### src/rtl/mine_job_scheduler.sv
// mine_job_scheduler
//   Owns the single master port of the RAM controller. Polls the host flag
//   word, fetches a BLOCK_WORDS-word job block into the core's job shift
//   register, then acknowledges the job through the HW flag word. A nonce
//   reported by the core is written back, followed by the FOUND flag.
//
// Ports
//   clk, reset         clock, synchronous active-low reset
//   rd_go / wr_go      one-cycle read/write request pulses
//   mm_address         transaction address, held until rd_valid/wr_done
//   wr_data            write data, held until wr_done
//   rd_valid, rd_data  read return (one word per pulse)
//   wr_done            write completion pulse
//   job_shift/job_word job word strobe into the core (same cycle as rd_valid)
//   job_start          pulse after the last job word
//   nonce_found/nonce  core result level and value
//   nonce_ack          pulse when the nonce and FOUND flag are written
//   busy               high outside POLL_WAIT
module mine_job_scheduler #(
    parameter logic [27:0] BASE_ADDR     = 28'h8000000,
    parameter logic [27:0] HW_FLAG_OFF   = 28'h4,
    parameter logic [27:0] BLOCK_OFF     = 28'h8,
    parameter logic [27:0] NONCE_OFF     = 28'h68,
    parameter int          BLOCK_WORDS   = 24,
    parameter logic [31:0] NEW_JOB_MAGIC = 32'hAAAA0000,
    parameter logic [31:0] ACK_MAGIC     = 32'h0000AAAA,
    parameter logic [31:0] FOUND_MAGIC   = 32'h0000BBBB,
    parameter int          POLL_GAP      = 16
) (
    input  logic        clk,
    input  logic        reset,
    output logic        rd_go,
    output logic        wr_go,
    output logic [27:0] mm_address,
    output logic [31:0] wr_data,
    input  logic        rd_valid,
    input  logic [31:0] rd_data,
    input  logic        wr_done,
    output logic        job_shift,
    output logic [31:0] job_word,
    output logic        job_start,
    input  logic        nonce_found,
    input  logic [31:0] nonce,
    output logic        nonce_ack,
    output logic        busy
);

    localparam int GW = $clog2(POLL_GAP + 1);
    localparam int CW = $clog2(BLOCK_WORDS + 1);
    localparam logic [GW-1:0] GAP_RELOAD = GW'(POLL_GAP - 1);
    localparam logic [CW-1:0] LAST_WORD  = CW'(BLOCK_WORDS - 1);

    typedef enum logic [2:0] {
        POLL_WAIT, FLAG_RD, BLK_RD, ACK_WR, NONCE_WR, FOUND_WR
    } state_t;

    state_t        state_q, state_d;
    logic [GW-1:0] gap_q, gap_d;
    logic [CW-1:0] cnt_q, cnt_d;
    logic [27:0]   addr_q, addr_d;
    logic [31:0]   wdata_q, wdata_d;
    logic          rd_go_q, rd_go_d;
    logic          wr_go_q, wr_go_d;
    logic          job_start_q, job_start_d;

    always_ff @(posedge clk) begin
        if (!reset) begin
            state_q     <= POLL_WAIT;
            gap_q       <= GAP_RELOAD;
            cnt_q       <= '0;
            addr_q      <= BASE_ADDR;
            wdata_q     <= '0;
            rd_go_q     <= 1'b0;
            wr_go_q     <= 1'b0;
            job_start_q <= 1'b0;
        end else begin
            state_q     <= state_d;
            gap_q       <= gap_d;
            cnt_q       <= cnt_d;
            addr_q      <= addr_d;
            wdata_q     <= wdata_d;
            rd_go_q     <= rd_go_d;
            wr_go_q     <= wr_go_d;
            job_start_q <= job_start_d;
        end
    end

    always_comb begin
        state_d     = state_q;
        gap_d       = GAP_RELOAD;   // every non-poll state keeps the gap primed
        cnt_d       = cnt_q;
        addr_d      = addr_q;
        wdata_d     = wdata_q;
        rd_go_d     = 1'b0;
        wr_go_d     = 1'b0;
        job_start_d = 1'b0;

        case (state_q)
            POLL_WAIT: begin
                gap_d = (gap_q != '0) ? gap_q - 1'b1 : gap_q;
                // A pending nonce wins over polling so results are not delayed
                // by a job refetch.
                if (nonce_found) begin
                    state_d = NONCE_WR;
                    wr_go_d = 1'b1;
                    addr_d  = BASE_ADDR + NONCE_OFF;
                    wdata_d = nonce;
                end else if (gap_q == '0) begin
                    state_d = FLAG_RD;
                    rd_go_d = 1'b1;
                    addr_d  = BASE_ADDR;
                end
            end
            FLAG_RD: begin
                if (rd_valid) begin
                    if (rd_data == NEW_JOB_MAGIC) begin
                        state_d = BLK_RD;
                        rd_go_d = 1'b1;
                        addr_d  = BASE_ADDR + BLOCK_OFF;
                        cnt_d   = '0;
                    end else begin
                        state_d = POLL_WAIT;
                    end
                end
            end
            BLK_RD: begin
                if (rd_valid) begin
                    cnt_d = cnt_q + 1'b1;
                    if (cnt_q == LAST_WORD) begin
                        state_d     = ACK_WR;
                        job_start_d = 1'b1;
                        wr_go_d     = 1'b1;
                        addr_d      = BASE_ADDR + HW_FLAG_OFF;
                        wdata_d     = ACK_MAGIC;
                    end else begin
                        rd_go_d = 1'b1;
                        addr_d  = addr_q + 28'd4;
                    end
                end
            end
            ACK_WR: begin
                if (wr_done) state_d = POLL_WAIT;
            end
            NONCE_WR: begin
                if (wr_done) begin
                    state_d = FOUND_WR;
                    wr_go_d = 1'b1;
                    addr_d  = BASE_ADDR + HW_FLAG_OFF;
                    wdata_d = FOUND_MAGIC;
                end
            end
            FOUND_WR: begin
                if (wr_done) state_d = POLL_WAIT;
            end
            default: state_d = POLL_WAIT;
        endcase
    end

    // Job strobe and nonce ack follow the RAM return in the same cycle.
    assign job_shift  = (state_q == BLK_RD) && rd_valid;
    assign job_word   = job_shift ? rd_data : '0;
    assign nonce_ack  = (state_q == FOUND_WR) && wr_done;
    assign busy       = (state_q != POLL_WAIT);
    assign rd_go      = rd_go_q;
    assign wr_go      = wr_go_q;
    assign job_start  = job_start_q;
    assign mm_address = addr_q;
    assign wr_data    = wdata_q;

endmodule

### config.mk
export PLATFORM = sky130hd
export DESIGN_NAME = mine_job_scheduler
export DESIGN_NICKNAME = d
export VERILOG_FILES = /design/src/rtl/mine_job_scheduler.sv
export SDC_FILE = /design/constraint.sdc
export NUM_CORES = 1
export LEC_CHECK = 0
export CORE_UTILIZATION = 39
export DETAILED_ROUTE_END_ITERATION = 12
export DONT_BUFFER_PORTS = 1
export PLACE_DENSITY = 0.64
export SKIP_LAST_GASP = 1
export SLEW_MARGIN = 20
export SYNTH_ARGS = -nofsm -noshare
export SYNTH_HDL_FRONTEND = slang
export SYNTH_SLANG_ARGS = --single-unit
### constraint.sdc
create_clock -name clk -period 4.5 [get_ports clk]
set_input_delay 0.675 -clock clk [delete_from_list [all_inputs] [get_ports clk]]
set_output_delay 0.675 -clock clk [all_outputs]
set_load 0.1 [all_outputs]
==> reports/qor.yml, run 1 <==
outcome: "finished clean"
viasPerCell: 5.70
drt_wl_total_microns: 10200
cts_made_buffers: 9
syn_area_per_cell_sq_um: 8.25
min_period_ps: 3580
layout-drive-gt1-share_pct: 17.1
cts_setup_buffers: 0
finalSetupViolCount: 0
ir_worst_vdd_mv: 0.300
layout_commonest_cell: "dfxtp_1"
postCtsHoldBufs: 0
yosys.area_share.simple_pct: 30.7
finalHoldViolations: 0
synth_edf_count: 0
place_ws_ps: 1340
grt_pass1_vias: 3314
endpoint_kind: "output port"
clockRootBuffer: "clkbuf_8"
grt.total_usage_pct: 19.9
layout_common_cells: "74 x dfxtp_1, 52 x nand2_1, 52 x buf_4"
skew_ps: 10.3
fin_setup_tns_ps: 0
async_flop_share_pct: 0
first_iter_violations: 209
post-route-period-util_pct: 79.6
fp.dieArea_sq_mm: 0.0102
maxCapViolations: 0
worstSetupStartpointType: "flop"
muxShareOfSynthArea_pct: 0.261
die_h_microns: 101
synth-compound-area-share_pct: 23.4
path_clk_slew_ps: 80
cts_resized: 0
coreArea_sq_mm: 0.00937
synthesis.area_sq_mm: 0.00384
dp.cells: 617
cts_max_level: 3
finalHoldWorstSlack_ps: 433
num-nets-final: 572
grt_max_degree: 38
slew_violations: 0
synth_top_family_by_area: "simple AND/OR/NAND/NOR gates"
grt_overflow_total: 0
setup_ws_ps: 919
fp.dieW_microns: 101
power.density_mw_per_mm2: 426
tightestPinTransition_ps: 1090
clock_sinks: 74
worstHoldPathType: "in2reg"
synth_seq_cells: 74
first_pass_iters: 5
initial_utilization_pct: 40.9
yosysSeqAreaShare_pct: 38.6
grt_pass1_wl_microns: 16200
synth_cell_type_count: 64
cts_tree: "built"
clk_latency_ps: 340
ant_nets: 0
routedWlPerCell_microns: 16.1
p_total_w: 0.00189
area_growth_pct: 15.9
required_ps: 3830
antenna_found_initial: 0
arrival_ps: 2910
fmax_mhz: 279
synth_xor_area_share_pct: 0.457
relSlewSlack_pct: 27.2
synthFlopType: "dfxtp_1"
io_pins: 167
cp_max_fo: 37
drc_errors: 0
row_count: 35
fill_cells: 951
stdcell_count: 633
yosysWarnings: 0
postSynthCellCount: 465
dp_hpwl_microns: 7450
crit_type: "reg2out"
io_buffers: 0
grt_setup_unrepaired: "false"
p_leak_nw: 1.72
num_vias: 3609
synthAdderAreaFrac_pct: 1.30
n_antenna_cell: 0
cts.path.max_buffers: 2
gp_congestion: 0.905
## where the power goes
group	leakage, nW	switching, W	internal, W	total (W)
clock network	0.109	0.000245	0.000326	0.000571
registers	0.604	0.000306	0.000704	0.00101
logic	1.00	0.000218	0.0000957	0.000314
total	1.72	0.000769	0.00113	0.00189
## cell type report
class | count | area [sq um] | area share [%]
multi-input cells | 353 | 2160 | 48.6
clock buffers | 11 | 141 | 3.18
flip-flops and latches | 74 | 1480 | 33.3
well taps | 129 | 161 | 3.63
clock inverters | 5 | 77.6 | 1.75
repair buffers | 52 | 390 | 8.78
inverters | 9 | 33.8 | 0.760
## cell families (layout without fill, tap and decap cells)
kind of cell,count (synthesis),count (layout)
AOI/OAI and AO/OA,126,126
xor gates and xnor gates,2,2
adders and majority gates,4,4
buffers and inverters,39,77
DFF,74,74
muxes,1,1
other,1,2
and+or+nand+nor,218,218
## cell usage after synthesis, types with 2 or more instances
library cell  instances  area share [%]
and2_1               35             5.7
nand2_1              52             5.1
a22oi_1              21             4.1
a21boi_0              2            0.39
inv_2                 2            0.20
a311oi_1              6             1.4
nand4_1               6            0.98
xnor2_1               2            0.46
buf_6                 4             1.2
nand3_1              16             2.1
dfxtp_1              74              39
a31oi_1              16             2.6
and3_1                5            0.82
a211oi_1              6             1.2
inv_1                 6            0.59
o21a_1                4            0.78
o221a_2               8             2.3
buf_4                 4            0.78
and4_1                3            0.69
a41oi_1               2            0.46
nor4bb_1              6             1.6
a21oi_1              14             1.8
buf_2                 6            0.78
nor4_1                6            0.98
or3_1                 7             1.1
o21ai_1               3            0.39
nor2_1               49             4.8
clkbuf_1             16             1.6
nor2b_1               3            0.49
o211ai_1              2            0.39
and4b_1               2            0.52
ha_1                  4             1.3
nand3b_1              2            0.39
o21ai_0              25             3.3
o31ai_1               3            0.59
nor3_1               12             1.6
nand2b_1              4            0.65
## worst max-delay path: stages, from the launching register on
cell,delay (ps)
dfxtp_1,760
nand2b_1,190
nor2_1,220
nand2_1,200
inv_2,670
and2_1,240
buf_4,290
## per-stage QoR
stage	instance area, sq um	util [%]
after floorplan	3840	-
after global placement	4230	45.1
after detailed placement	4230	45.1
after CTS	4450	47.4
after global routing	4450	47.4
final	4450	47.4
## final timing paths
kind / endpoint / cells after the start / startpoint / slack [ps]
worst max-delay path: job_word[4] / 6 / state_q[1] / 920
worst min-delay path: mm_address[27] / 1 / reset / 430
worst max register to register: mm_address[9] / 8 / state_q[1] / 1290
worst min register to register: gap_q[4] / 2 / gap_q[4] / 490
## registers in the layout, indices dropped and copies added, names as in the netlist
register / cells
cnt_q: 5
job_start: 1
wr_data: 32
state_q: 3
gap_q: 5
rd_go: 1
wr_go: 1
mm_address: 26
## routing by layer
metal	GRT usage [%]	vias up	part of all wire (%)
li1	-	1768	-
met1	24.4	1671	44
met2	32.7	152	47
met3	6.76	18	7.5
met4	7.02	0	1.6
met5	0	-	0
Power figures use the tool's default switching activity.
==> run 2: changes to the inputs <==
--- a/config.mk
+++ b/config.mk
@@ -5,6 +5,7 @@
 export SDC_FILE = /design/constraint.sdc
 export NUM_CORES = 1
 export LEC_CHECK = 0
+export ABC_AREA = 1
 export CORE_UTILIZATION = 39
 export DETAILED_ROUTE_END_ITERATION = 12
 export DONT_BUFFER_PORTS = 1
==> constraint.sdc (replaced) <==
create_clock -name clk -period 3.6 [get_ports clk]
set_input_delay 0.54 -clock clk [delete_from_list [all_inputs] [get_ports clk]]
set_output_delay 0.54 -clock clk [all_outputs]
set_load 0.1 [all_outputs]
==> run 2 against run 1 <==
Effect of this change: cell count up 37%; clock power is 35% higher; critical endpoint is now job_word[10]; area after synthesis up 12%; register-to-register slack got worse by 70 ps; sequential power is 100% higher; routed wire length rose by 22%; critical path type unchanged; die area up 12%; non-clock buffer count grew 9; core utilization increased by 4.0 points; via count is 24% higher.
==> reports/qor.yml, run 2 <==
outcome: "finished clean"
cts_tree: "built"
routedWlPerCell_microns: 14.3
tightestPinTransition_ps: 1060
worstHoldPathType: "in2reg"
finalSetupViolCount: 0
syn_area_per_cell_sq_um: 6.36
yosysSeqAreaShare_pct: 34.3
maxCapViolations: 0
post-route-period-util_pct: 74.6
row_count: 38
finalHoldViolations: 0
skew_ps: 9.19
coreArea_sq_mm: 0.0108
layout-drive-gt1-share_pct: 20.0
synthFlopType: "dfxtp_1"
relSlewSlack_pct: 28.9
ant_nets: 0
synth_cell_type_count: 38
grt.total_usage_pct: 22.3
fin_util_pct: 51.4
synth_top_area_cell: "dfxtp_1"
synthesis.area_sq_mm: 0.00432
grt_pass1_vias: 4232
grt_pass1_wl_microns: 20200
drt_wl_total_microns: 12500
crit_type: "reg2out"
synth_top_area_share_pct: 34.3
required_ps: 3060
yosysWarnings: 0
synth_seq_cells: 74
cp_cell_sequence: "inv_2, nand3_4, nor2_2, inv_1, buf_4, nor2_2, buf_12"
io_buffers: 0
ir_worst_vdd_mv: 0.869
cts.path.max_buffers: 2
r2r_start: "state_q[0]"
drc_errors: 0
io_pins: 167
min_period_ps: 2690
async_flop_share_pct: 0
cts_max_level: 3
power.density_mw_per_mm2: 847
viasPerCell: 5.14
p_leak_nw: 2.38
layout_common_cells: "136 x nand2_1, 120 x nor2_1, 95 x inv_1"
area_growth_pct: 28.5
place_ws_ps: 1250
clock_sinks: 74
finalHoldWorstSlack_ps: 278
grt_overflow_total: 0
cp_max_fo: 32
worstSetupStartpointType: "flop"
endpoint_kind: "output port"
dp_hpwl_microns: 9440
cts_resized: 0
fp.dieW_microns: 107
setup_ws_ps: 913
min_from: "reset"
num-nets-final: 798
gp_congestion: 0.894
reg2reg_depth: 6
yosysMostFrequentCell: "nor2_1"
initial_utilization_pct: 40.0
cp_slowest_stage_delay_ps: 400
fmax_mhz: 372
arrival_ps: 2150
first_pass_iters: 6
crit_top_cell: "nor2_2"
grt_max_degree: 33
grt_setup_unrepaired: "false"
dp.cells: 854
path_clk_slew_ps: 90
n_antenna_cell: 0
clockRootBuffer: "clkbuf_8"
cts_made_buffers: 9
largest_reg_flops: 32
p_total_w: 0.00470
antenna_found_initial: 0
layout_commonest_cell: "nand2_1"
synth_edf_count: 0
fp.dieArea_sq_mm: 0.0115
whs_path_depth: 2
postSynthCellCount: 679
die_h_microns: 107
synthTopCellsByArea: "dfxtp_1 34%, nor2_1 13%, nand2_1 12%"
synth_common_cells: "154 x nor2_1, 136 x nand2_1, 95 x inv_1"
slew_violations: 0
r2r_end: "wr_data[15]"
postCtsHoldBufs: 0
fill_cells: 1043
stdcell_count: 870
r2r_slack_ps: 1220
cp_slowest_cell: "dfxtp_1"
cts_setup_buffers: 0
num_vias: 4469
holdPathEnd: "state_q[0]"
first_iter_violations: 360
clk_latency_ps: 370
## run 2: how the worst max path moves through the flow
| stage | start | end | slack, ps | depth (start not counted) |
|---|---|---|---|---|
| 3_5_place_dp | state_q[0] | wr_data[15] | 1250 | 6 |
| 4_1_cts | state_q[1] | job_word[10] | 900 | 6 |
| 2_1_floorplan | rd_valid | job_word[10] | -160 | 5 |
| 3_3_place_gp | rd_data[4] | mm_address[24] | 1340 | 11 |
| 6_report | state_q[2] | job_word[10] | 910 | 7 |
| 5_1_grt | state_q[2] | job_word[25] | 780 | 7 |
## run 2: logic make-up after synthesis
kind of cell / count (synthesis) / share of synthesized area [%]
xor gates and xnor gates: 4 / 0.812
DFF: 74 / 34.3
buffers and inverters: 128 / 12.3
other: 1 / 0.0869
adders and majority gates: 4 / 1.16
AOI/OAI and AO/OA: 74 / 11.3
and+or+nand+nor: 394 / 40.0
## run 2: final cells by class
| class | instances | area [sq um] | area share (%) |
|---|---|---|---|
| Tap cell | 140 | 175 | 3.16 |
| Inverter | 101 | 379 | 6.84 |
| Clock inverter | 6 | 97.6 | 1.76 |
| Multi-Input combinational cell | 478 | 2400 | 43.2 |
| Timing Repair Buffer | 61 | 878 | 15.8 |
| Clock buffer | 10 | 138 | 2.48 |
| Sequential cell | 74 | 1480 | 26.7 |
## run 2: power breakdown
group          switching [W]  internal (W)  leakage (nW)
Combinational        0.00140      0.000480          1.66
Clock               0.000353      0.000419         0.119
Sequential           0.00106      0.000993         0.605
Total                0.00281       0.00189          2.38
## run 2: per-stage QoR
stage	TNS (ps)	instance area, sq um
floorplan	-4930	4320
global placement	0	5310
detailed placement	0	5310
CTS	0	5550
global route	0	5550
finish	0	5550
## run 2: critical path: cells and delay by family (launching register included)
family,cells,cell delay (ps)
buffers and inverters,4,690
DFF,1,400
and+or+nand+nor,3,670
## run 2: routing by layer
metal,part of all wire [%],GRT usage [%]
met1,40,25.6
met2,51,38.9
met3,7.8,6.38
met4,1.3,8.71
met5,0,0
